**src/rtl/timebase_timer.sv**
```systemverilog
// Game timebase: prescaled tick, wrapping elapsed-tick counter and
// NUM_CH independent one-shot / auto-reload countdown channels.
module timebase_timer #(
  parameter int CLK_HZ  = 50_000_000,
  parameter int TICK_HZ = 100,
  parameter int CNT_W   = 20,
  parameter int WRAP_AT = 1_000_000,
  parameter int NUM_CH  = 4,
  localparam int CH_W   = (NUM_CH > 1) ? $clog2(NUM_CH) : 1
) (
  input  logic                    clk,
  input  logic                    reset,
  input  logic                    enable,
  input  logic                    sync_clear,
  input  logic                    cmd_valid,
  input  logic [CH_W-1:0]         cmd_ch,
  input  logic [1:0]              cmd_op,
  input  logic                    cmd_auto,
  input  logic [CNT_W-1:0]        cmd_data,
  output logic                    tick,
  output logic [CNT_W-1:0]        elapsed,
  output logic                    wrap,
  output logic [NUM_CH*CNT_W-1:0] ch_count,
  output logic [NUM_CH-1:0]       ch_running,
  output logic [NUM_CH-1:0]       ch_done,
  output logic [NUM_CH-1:0]       ch_expired
);

  localparam int PRESCALE = CLK_HZ / TICK_HZ;
  localparam int PS_W     = $clog2(PRESCALE);
  localparam logic [PS_W-1:0]  PS_LAST = PS_W'(PRESCALE - 1);
  localparam logic [CNT_W-1:0] WRAP_V  = CNT_W'(WRAP_AT);
  localparam logic [CNT_W-1:0] ONE     = CNT_W'(1);

  localparam logic [1:0] OP_LOAD  = 2'b00;
  localparam logic [1:0] OP_START = 2'b01;
  localparam logic [1:0] OP_PAUSE = 2'b10;
  localparam logic [1:0] OP_CLEAR = 2'b11;

  typedef enum logic [1:0] {
    ST_IDLE,
    ST_RUN,
    ST_PAUSE,
    ST_DONE
  } ch_st_e;

  logic [PS_W-1:0]  ps_q, ps_d;
  logic [CNT_W-1:0] el_q, el_d;
  logic             tick_q, tick_d;
  logic             wrap_q, wrap_d;
  logic             tick_now;

  logic [CNT_W-1:0] rld_q [NUM_CH];
  logic [CNT_W-1:0] rld_d [NUM_CH];
  logic [CNT_W-1:0] cnt_q [NUM_CH];
  logic [CNT_W-1:0] cnt_d [NUM_CH];
  ch_st_e           st_q  [NUM_CH];
  ch_st_e           st_d  [NUM_CH];
  logic [NUM_CH-1:0] auto_q, auto_d;
  logic [NUM_CH-1:0] exp_q, exp_d;
  logic [NUM_CH-1:0] run_q, run_d;
  logic [NUM_CH-1:0] done_q, done_d;

  // sync_clear suppresses the tick and wins over enable
  always_comb begin
    ps_d     = ps_q;
    el_d     = el_q;
    wrap_d   = 1'b0;
    tick_now = enable && !sync_clear && (ps_q == PS_LAST);
    if (sync_clear) begin
      ps_d = '0;
      el_d = '0;
    end else if (enable) begin
      ps_d = (ps_q == PS_LAST) ? '0 : ps_q + PS_W'(1);
    end
    if (tick_now) begin
      if (el_q == WRAP_V) begin
        el_d   = '0;
        wrap_d = 1'b1;
      end else begin
        el_d = el_q + ONE;
      end
    end
    tick_d = tick_now;
  end

  always_comb begin
    for (int i = 0; i < NUM_CH; i++) begin
      rld_d[i]  = rld_q[i];
      cnt_d[i]  = cnt_q[i];
      st_d[i]   = st_q[i];
      auto_d[i] = auto_q[i];
      exp_d[i]  = 1'b0;
      if (cmd_valid && (int'(cmd_ch) == i)) begin
        unique case (cmd_op)
          OP_LOAD: begin
            rld_d[i]  = cmd_data;
            cnt_d[i]  = cmd_data;
            auto_d[i] = cmd_auto;
            st_d[i]   = ST_IDLE;
          end
          OP_START: begin
            if (st_q[i] == ST_DONE) begin
              cnt_d[i] = rld_q[i];
              st_d[i]  = ST_RUN;
            end else if (st_q[i] != ST_RUN) begin
              st_d[i] = ST_RUN;
            end
          end
          OP_PAUSE: begin
            if (st_q[i] == ST_RUN) st_d[i] = ST_PAUSE;
          end
          OP_CLEAR: begin
            cnt_d[i] = '0;
            st_d[i]  = ST_IDLE;
          end
          default: ;
        endcase
      end else if (tick_now && (st_q[i] == ST_RUN)) begin
        if (cnt_q[i] > ONE) begin
          cnt_d[i] = cnt_q[i] - ONE;
        end else if (auto_q[i]) begin
          cnt_d[i] = rld_q[i];
          exp_d[i] = 1'b1;
        end else begin
          cnt_d[i] = '0;
          st_d[i]  = ST_DONE;
          exp_d[i] = 1'b1;
        end
      end
      run_d[i]  = (st_d[i] == ST_RUN);
      done_d[i] = (st_d[i] == ST_DONE);
    end
  end

  always_ff @(posedge clk or posedge reset) begin
    if (reset) begin
      ps_q   <= '0;
      el_q   <= '0;
      tick_q <= 1'b0;
      wrap_q <= 1'b0;
      auto_q <= '0;
      exp_q  <= '0;
      run_q  <= '0;
      done_q <= '0;
      for (int i = 0; i < NUM_CH; i++) begin
        rld_q[i] <= '0;
        cnt_q[i] <= '0;
        st_q[i]  <= ST_IDLE;
      end
    end else begin
      ps_q   <= ps_d;
      el_q   <= el_d;
      tick_q <= tick_d;
      wrap_q <= wrap_d;
      auto_q <= auto_d;
      exp_q  <= exp_d;
      run_q  <= run_d;
      done_q <= done_d;
      for (int i = 0; i < NUM_CH; i++) begin
        rld_q[i] <= rld_d[i];
        cnt_q[i] <= cnt_d[i];
        st_q[i]  <= st_d[i];
      end
    end
  end

  assign tick       = tick_q;
  assign elapsed    = el_q;
  assign wrap       = wrap_q;
  assign ch_running = run_q;
  assign ch_done    = done_q;
  assign ch_expired = exp_q;

  for (genvar g = 0; g < NUM_CH; g++) begin : g_cnt
    assign ch_count[g*CNT_W +: CNT_W] = cnt_q[g];
  end

endmodule

```
**config.mk**
```make
export PLATFORM = sky130hd
export DESIGN_NAME = timebase_timer
export DESIGN_NICKNAME = d
export VERILOG_FILES = /design/src/rtl/timebase_timer.sv
export SDC_FILE = /design/constraint.sdc
export NUM_CORES = 1
export LEC_CHECK = 0
export BUFFER_PORTS_ARGS = -buffer_cell sky130_fd_sc_hd__buf_2
export CORE_MARGIN = 4
export CORE_UTILIZATION = 60
export CTS_CLUSTER_SIZE = 16
export DETAILED_ROUTE_END_ITERATION = 16
export HOLD_SLACK_MARGIN = 0.05
export PLACE_DENSITY = 0.81
export SLEW_MARGIN = 30
export SYNTH_ARGS = -nofsm -noshare
export SYNTH_HDL_FRONTEND = slang
export SYNTH_SLANG_ARGS = --single-unit
```
**constraint.sdc**
```tcl
create_clock -name clk -period 8.6 [get_ports clk]
set_input_delay 1.72 -clock clk [delete_from_list [all_inputs] [get_ports clk]]
set_output_delay 1.72 -clock clk [all_outputs]
set_load 0.005 [all_outputs]
```
==> qor.tcl, run 1 <==
set qor(layout_worst_path_cycle_share_pct) 49.2
set qor(clock_insertion_delay_worst_skew_ns) 0.54
set qor(route.vias.total) 13500
set qor(synth_adder_area_share_pct) 1.38
set qor(detailedRoute.firstIterationViolations) 1826
set qor(count_of_pins_over_their_slew_limit) 0
set qor(dp_hpwl_um) 29000
set qor(ff2ff_setup_slack_ns) 5.21
set qor(cts-buffers-inserted) 25
set qor(critical_path_required_ns) 9.01
set qor(ratio_of_cells_with_drive_above_1_in_the_final_layout_pct) 21.4
set qor(floorplan.die_area_sq_mm) 0.0252
set qor(globalRoute.totalOverflow) 0
set qor(maximum_root_to_sink_buffer_count) 3
set qor(h-tree-depth) 1
set qor(intPower_mw) 2.52
set qor(irDropWorstVdd_v) 0.000178
set qor(ys.warnings.count) 0
set qor(gp_routability_congestion) 0.946
set qor(routed_wl_um) 45400
set qor(detail_route.vias_per_cell) 7.36
set qor(global_route.usage.total_pct) 34.3
set qor(synth_compound_gate_area_share_pct) 23.6
set qor(critical_path.reg2reg.endpoint) {ch_count[51]}
set qor(grt.met1_usage_pct) 45.6
set qor(diodes) 0
set qor(detail_route_antenna_nets) 0
set qor(start_util_pct) 61.7
set qor(crit_path_start_kind) {primary input}
set qor(status) {finished, final reports clean}
set qor(rr_startpoint) {ch_count[48]}
set qor(nNetsFinal) 1577
set qor(switchingPower_mw) 1.55
set qor(power_leakage_nw) 6.44
set qor(timing.critical_path.to_type) {flip-flop}
set qor(io_buffer_count) 143
set qor(rr_worst_depth) 5
set qor(synth.cell_area_sq_mm) 0.0136
set qor(worst_clock_skew_ns) 0.0233
set qor(grt_setup_unrepaired) {false}
set qor(clk_pin_slew_ns) 0.06
set qor(async_reset_ff_share_pct) 100
set qor(pwr-share-seq_pct) 42.0
set qor(maxCapViolations) 0
set qor(die_h_um) 159
set qor(grt_first_pass_wirelength_um) 71500
set qor(crit_arrival_ns) 4.64
set qor(worst_setup_path_startpoint) {cmd_op[1]}
set qor(synthCells) 1453
set qor(synthXorXnorAreaFrac_pct) 2.38
set qor(totalNegativeSetupSlack_ns) 0
set qor(postCtsSetupBuffers) 0
set qor(first_global_vias) 12700
set qor(clock_tree_from_tritoncts) {done}
set qor(avgSynthCellArea_sq_um) 9.38
set qor(core_area_sq_mm) 0.0221
set qor(synth.lib_cells_used.distinct) 86
set qor(pwr-share-comb_pct) 30.9
set qor(filler_cell_count) 1716
set qor(holdBufCountCts) 0
set qor(mappedNetlistNets) 1498
set qor(die_x_um) 159
set qor(achievable-frequency_ghz) 0.236
set qor(grt_antenna_before_repair) 0
set qor(tritoncts_num_sinks) 225
set qor(ioPinCount) 144
set qor(timing_worst_slew_pin_value_ns) 1.01
set qor(routedWlPerCell_um) 24.8
set qor(switching_portion_of_total_power_pct) 38.1
set qor(yosys_most_used_dff) {dfrtp_1}
set qor(synth-seq-area-share_pct) 41.3
set qor(pin_count_of_the_biggest_net_entering_global_routing) 139
set qor(drc_errors_left) 0
set qor(final_critical_path_setup_slack_ns) 4.37
set qor(ys_ff_latch) 225
set qor(area_growth_pct) 12.1
set qor(worst_setup_path_class) {primary input to flip-flop}
set qor(setup_viol) 0
set qor(number_of_cell_rows) 54
set qor(timing.slew.headroom_pct) 32.6
set qor(muxShareOfSynthArea_pct) 7.38
set qor(globalRoute.busiestLayer) {met2}
set qor(grt_use_met3_pct) 7.83
set qor(grt.met2_usage_pct) 53.4
set qor(clk_root_buffer_cell) {clkbuf_16}
set qor(worst_slack_placed_ns) 4.07
set qor(hold_path_class) {flip-flop to flip-flop}
set qor(timing_hold_violations_final) 0
set qor(timing.critical_path.to) {ch_count[48]}
set qor(period_needed_ns) 4.23
set qor(synth_enable_flop_cells) 0
set qor(simple_gate_share_of_the_synthesized_area_pct) 19.3
set qor(largest_family_of_logic_cells_by_synthesized_area) {compound AO/OA/AOI/OAI gates}
set qor(detail_route.first_pass.iterations) 9
set qor(power.density_cell_area_mw_per_mm2) 266
set qor(clock_power_share_pct) 27.1
set qor(maximum_fanout_along_the_worst_path) 48
set qor(cts.repair.resized) 0
==> worst min path at each step <==
| stage | from | endpoint | slack, ns | cells past startpoint |
|---|---|---|---|---|
| floorplan | ps_q[16] | ps_q[16] | 0.46 | 1 |
| global placement | ps_q[16] | ps_q[16] | 0.49 | 1 |
| detailed placement | ps_q[16] | ps_q[16] | 0.49 | 1 |
| CTS | ps_q[16] | ps_q[16] | 0.50 | 1 |
| global route | ps_q[16] | ps_q[16] | 0.53 | 1 |
| finish | ps_q[16] | ps_q[16] | 0.51 | 1 |
==> synth_stat cells, types with 5 or more instances <==
master / n / area share, %
a32o_1: 7 / 0.51
nor3_1: 42 / 1.5
xor2_1: 13 / 0.84
nand3_1: 68 / 2.5
a21oi_1: 88 / 3.2
mux2_2: 84 / 6.9
buf_1: 6 / 0.17
and2_1: 10 / 0.46
ha_1: 15 / 1.4
o31ai_1: 40 / 2.2
nor2_1: 62 / 1.7
or4_1: 16 / 0.88
a211oi_1: 8 / 0.44
mux2i_1: 6 / 0.44
a22o_1: 28 / 1.8
a21o_1: 13 / 0.72
xnor2_1: 24 / 1.5
a22oi_1: 15 / 0.83
o22ai_1: 12 / 0.55
o21ai_1: 9 / 0.33
nand4_1: 51 / 2.3
nor3b_1: 6 / 0.33
or2_2: 7 / 0.32
o31a_1: 9 / 0.58
a311oi_1: 20 / 1.3
o32ai_1: 6 / 0.39
clkbuf_1: 83 / 2.3
or3_1: 10 / 0.46
a31oi_1: 28 / 1.3
a221oi_1: 40 / 2.6
nand3b_1: 5 / 0.28
dfrtp_1: 225 / 41
nor4_1: 27 / 1.2
nand2_1: 118 / 3.2
o21ai_0: 40 / 1.5
inv_1: 50 / 1.4
buf_2: 15 / 0.55
a221o_1: 8 / 0.59
o211ai_1: 25 / 1.4
and3_1: 20 / 0.92
a41oi_1: 6 / 0.39
==> layer usage <==
layer | part of all wire, % | vias to the layer above
met1 | 37 | 6551
met3 | 12 | 179
met2 | 45 | 959
met4 | 5.4 | 0
li1 | - | 5782
met5 | 0 | -
==> cells by family (layout without fill, tap and decap cells) <==
logic type | Yosys count | count (layout)
AND/OR/NAND/NOR | 482 | 482
AO/OA/AOI/OAI | 445 | 445
flip-flops | 225 | 225
buffers and inverters | 159 | 256
multiplexers | 90 | 90
XOR/XNOR | 37 | 37
adder cells (fa/ha/maj) | 15 | 15
==> flip-flops by register name, indices dropped and copies added, names as in the netlist <==
register and flops:
auto_q 4, ch_count 80, ch_done 4, ch_expired 4, ch_running 4, elapsed 20, ps_q 19, rld_q 80
st_q 8, tick 1, wrap 1
==> layout make-up <==
cell class                 count  area (sq um)  share of cell area, %
timing repair buffer         161           851                   5.57
multi-input combinational   1069          7410                   48.5
tap                          280           350                   2.29
clock inverter                10           136                  0.893
sequential                   225          5630                   36.9
inverter                      50           200                   1.31
clock buffer                  35           693                   4.54
==> critical path: stages <==
cell	delay, ns
buf_2	0.12
inv_1	0.08
ha_2	0.16
buf_4	0.44
buf_4	0.61
and3_1	0.30
o21a_1	0.45
nor2_1	0.33
o31ai_1	0.37
==> metrics by stage <==
step,hold slack (ns),util [%],std cells,instance area [sq um],power (mW)
CTS,0.500,69.1,1830,15300,4.03
detailed placement,0.485,65.3,1785,14400,2.92
global route,0.527,69.1,1830,15300,4.26
floorplan,0.457,-,1453,13600,2.45
global placement,0.488,65.3,1785,14400,2.88
finish,0.510,69.1,1830,15300,4.06
==> cells in the final DEF, fill, tap and decap left out, types with 14 or more instances in the layout <==
cell type / n
o31ai_1: 40
clkbuf_16: 25
nand2_1: 117
a22oi_1: 15
nand3_1: 68
a21oi_1: 88
xnor2_1: 24
buf_2: 143
ha_1: 14
nand4_1: 51
a31oi_1: 27
a22o_1: 28
buf_4: 18
o211ai_1: 25
nor3_1: 42
nor2_1: 60
or4_1: 16
and3_1: 20
inv_1: 49
nor4_1: 27
mux2_2: 84
o21ai_0: 40
dfrtp_1: 225
a221oi_1: 40
a311oi_1: 20
==> power groups by stage <==
| stage | Sequential (mW) | Combinational (mW) | Clock (mW) |
|---|---|---|---|
| 2_1_floorplan | 1.55 | 0.900 | 0 |
| 3_3_place_gp | 1.69 | 1.19 | 0 |
| 3_5_place_dp | 1.69 | 1.23 | 0 |
| 4_1_cts | 1.68 | 1.24 | 1.11 |
| 5_1_grt | 1.73 | 1.38 | 1.15 |
| 6_report | 1.71 | 1.26 | 1.10 |
Note: power is estimated with default switching activity, not from simulation.
==> run 2, diff against run 1 <==
--- a/config.mk
+++ b/config.mk
@@ -7,11 +7,11 @@
 export LEC_CHECK = 0
 export BUFFER_PORTS_ARGS = -buffer_cell sky130_fd_sc_hd__buf_2
 export CORE_MARGIN = 4
-export CORE_UTILIZATION = 60
+export CORE_UTILIZATION = 54
 export CTS_CLUSTER_SIZE = 16
 export DETAILED_ROUTE_END_ITERATION = 16
 export HOLD_SLACK_MARGIN = 0.05
-export PLACE_DENSITY = 0.81
+export PLACE_DENSITY = 0.77
 export SLEW_MARGIN = 30
 export SYNTH_ARGS = -nofsm -noshare
 export SYNTH_HDL_FRONTEND = slang
==> constraint.sdc (replaced) <==
create_clock -name clk -period 3.4 [get_ports clk]
set_input_delay 0.68 -clock clk [delete_from_list [all_inputs] [get_ports clk]]
set_output_delay 0.68 -clock clk [all_outputs]
set_load 0.005 [all_outputs]
==> qor.tcl, run 2 (synthesized netlist as in run 1, its figures left out) <==
set qor(achievable-frequency_ghz) 0.355
set qor(rr_startpoint) {ps_q[9]}
set qor(ratio_of_cells_with_drive_above_1_in_the_final_layout_pct) 23.0
set qor(critical_path.reg2reg.endpoint) {elapsed[11]}
set qor(routed_wl_um) 44500
set qor(diodes) 0
set qor(start_util_pct) 55.4
set qor(report.power.total_mw) 10.5
set qor(grt_setup_unrepaired) {false}
set qor(timing.slew.headroom_pct) 39.1
set qor(critical_path_required_ns) 3.85
set qor(detail_route_antenna_nets) 0
set qor(hold_path_class) {primary input to flip-flop}
set qor(fin_hold_ws_ns) 0.406
set qor(number_of_cell_rows) 57
set qor(nNetsFinal) 1608
set qor(layout.cell_area.non_filler_sq_mm) 0.0157
set qor(slowest_cell_on_crit_path) {or4b_1}
set qor(layout_commonest_cell) {dfrtp_1}
set qor(crit_path_start_kind) {flip-flop}
set qor(detail_route.vias_per_cell) 7.03
set qor(timing_hold_violations_final) 0
set qor(count_of_pins_over_their_slew_limit) 0
set qor(hold-path-endpoint) {ps_q[4]}
set qor(detail_route.first_pass.iterations) 9
set qor(irDropWorstVdd_v) 0.000512
set qor(combined_flip_flop_and_latch_cell_area_sq_mm) 0.00563
set qor(clk_root_buffer_cell) {clkbuf_16}
set qor(final_critical_path_setup_slack_ns) 0.580
set qor(grt_first_pass_wirelength_um) 70800
set qor(status) {finished, final reports clean}
set qor(holdPathStages) 2
set qor(path_cells) {or4b_1 > nor2_2 > a31oi_2 > or4_1 > a21oi_1}
set qor(multi_input_comb_area_sq_mm) 0.00740
set qor(drc_errors_left) 0
set qor(detailedRoute.firstIterationViolations) 1714
set qor(maximum_fanout_along_the_worst_path) 22
set qor(worst_clock_skew_ns) 0.0252
set qor(worst_hold_startpoint) {sync_clear}
set qor(die_h_um) 167
set qor(worst_slack_placed_ns) 0.465
set qor(postCtsSetupBuffers) 0
set qor(area_growth_pct) 14.9
set qor(period_needed_ns) 2.82
set qor(power_leakage_nw) 6.65
set qor(maxCapViolations) 0
set qor(layout_worst_path_cycle_share_pct) 82.9
set qor(critPathMaxStageDelay_ns) 0.61
set qor(route.vias.total) 13400
set qor(core_area_sq_mm) 0.0246
set qor(totalNegativeSetupSlack_ns) 0
set qor(clock_insertion_delay_worst_skew_ns) 0.55
set qor(gp_routability_congestion) 0.918
set qor(setup_viol) 0
set qor(crit_arrival_ns) 3.27
set qor(holdBufCountCts) 1
set qor(tritoncts_num_sinks) 225
set qor(h-tree-depth) 1
set qor(routedWlPerCell_um) 23.4
set qor(rr_worst_depth) 5
set qor(timing.critical_path.to_type) {flip-flop}
set qor(placed_standard_cell_area_sq_mm) 0.0147
set qor(timing_worst_slew_pin_value_ns) 0.911
set qor(ff2ff_setup_slack_ns) 0.58
set qor(dp_hpwl_um) 29900
set qor(filler_cell_count) 2044
set qor(global_route.usage.total_pct) 30.7
set qor(die_x_um) 167
set qor(power.density_cell_area_mw_per_mm2) 671
set qor(clock_tree_from_tritoncts) {done}
set qor(maximum_root_to_sink_buffer_count) 3
set qor(worst_setup_path_class) {flip-flop to flip-flop}
set qor(grt_antenna_before_repair) 0
set qor(clk_pin_slew_ns) 0.06
set qor(layout_common_cells) {dfrtp_1 (225), buf_2 (143), nand2_1 (118), a21oi_1 (88), mux2_2 (84)}
set qor(cts.repair.resized) 0
set qor(io_buffer_count) 143
set qor(floorplan.die_area_sq_mm) 0.0278
set qor(pin_count_of_the_biggest_net_entering_global_routing) 145
set qor(ioPinCount) 144
set qor(globalRoute.totalOverflow) 0
set qor(cts-buffers-inserted) 26
set qor(first_global_vias) 12700
-- run 2: cell type report --
class	count	area share, %
clock buffers	41	5.28
clock inverters	5	0.552
inverters	50	1.22
multi-input cells	1069	47.3
flip-flops and latches	225	36.0
well taps	324	2.59
repair buffers	191	7.13
-- run 2: through the flow --
stage	util, %	cells
after global placement	59.8	1858
after detailed placement	59.8	1858
final	63.6	1905
after global routing	63.6	1905
after CTS	63.6	1905
after floorplan	-	1453
-- run 2: layer usage --
metal	vias to the layer above	part of all wire, %	global-route usage (%)
met5	-	0	0
met2	849	44	45.8
met4	0	5.6	15.3
li1	5852	-	-
met3	171	11	7.16
met1	6524	39	42.1
-- run 2: power breakdown --
group / total, mW / leakage, nW / internal [mW] / switching (mW)
logic: 3.25 / 3.34 / 1.50 / 1.75
clock network: 2.96 / 0.453 / 1.81 / 1.15
registers: 4.30 / 2.86 / 3.28 / 1.02
total: 10.5 / 6.65 / 6.59 / 3.92
-- run 2: how the worst max path moves through the flow --
stage,end,depth (start not counted),from
final,elapsed[11],5,ps_q[9]
after global routing,elapsed[11],6,ps_q[0]
after CTS,elapsed[11],6,ps_q[0]
after detailed placement,ch_count[76],6,sync_clear
after global placement,ch_count[65],6,sync_clear
after floorplan,auto_q[0],1,reset
-- run 2: worst max-delay path, delay by kind of cell (launching register included) --
family / cells / cell delay (ns)
AO/OA/AOI/OAI: 2 / 0.61
flip-flops: 1 / 0.42
AND/OR/NAND/NOR: 3 / 1.70
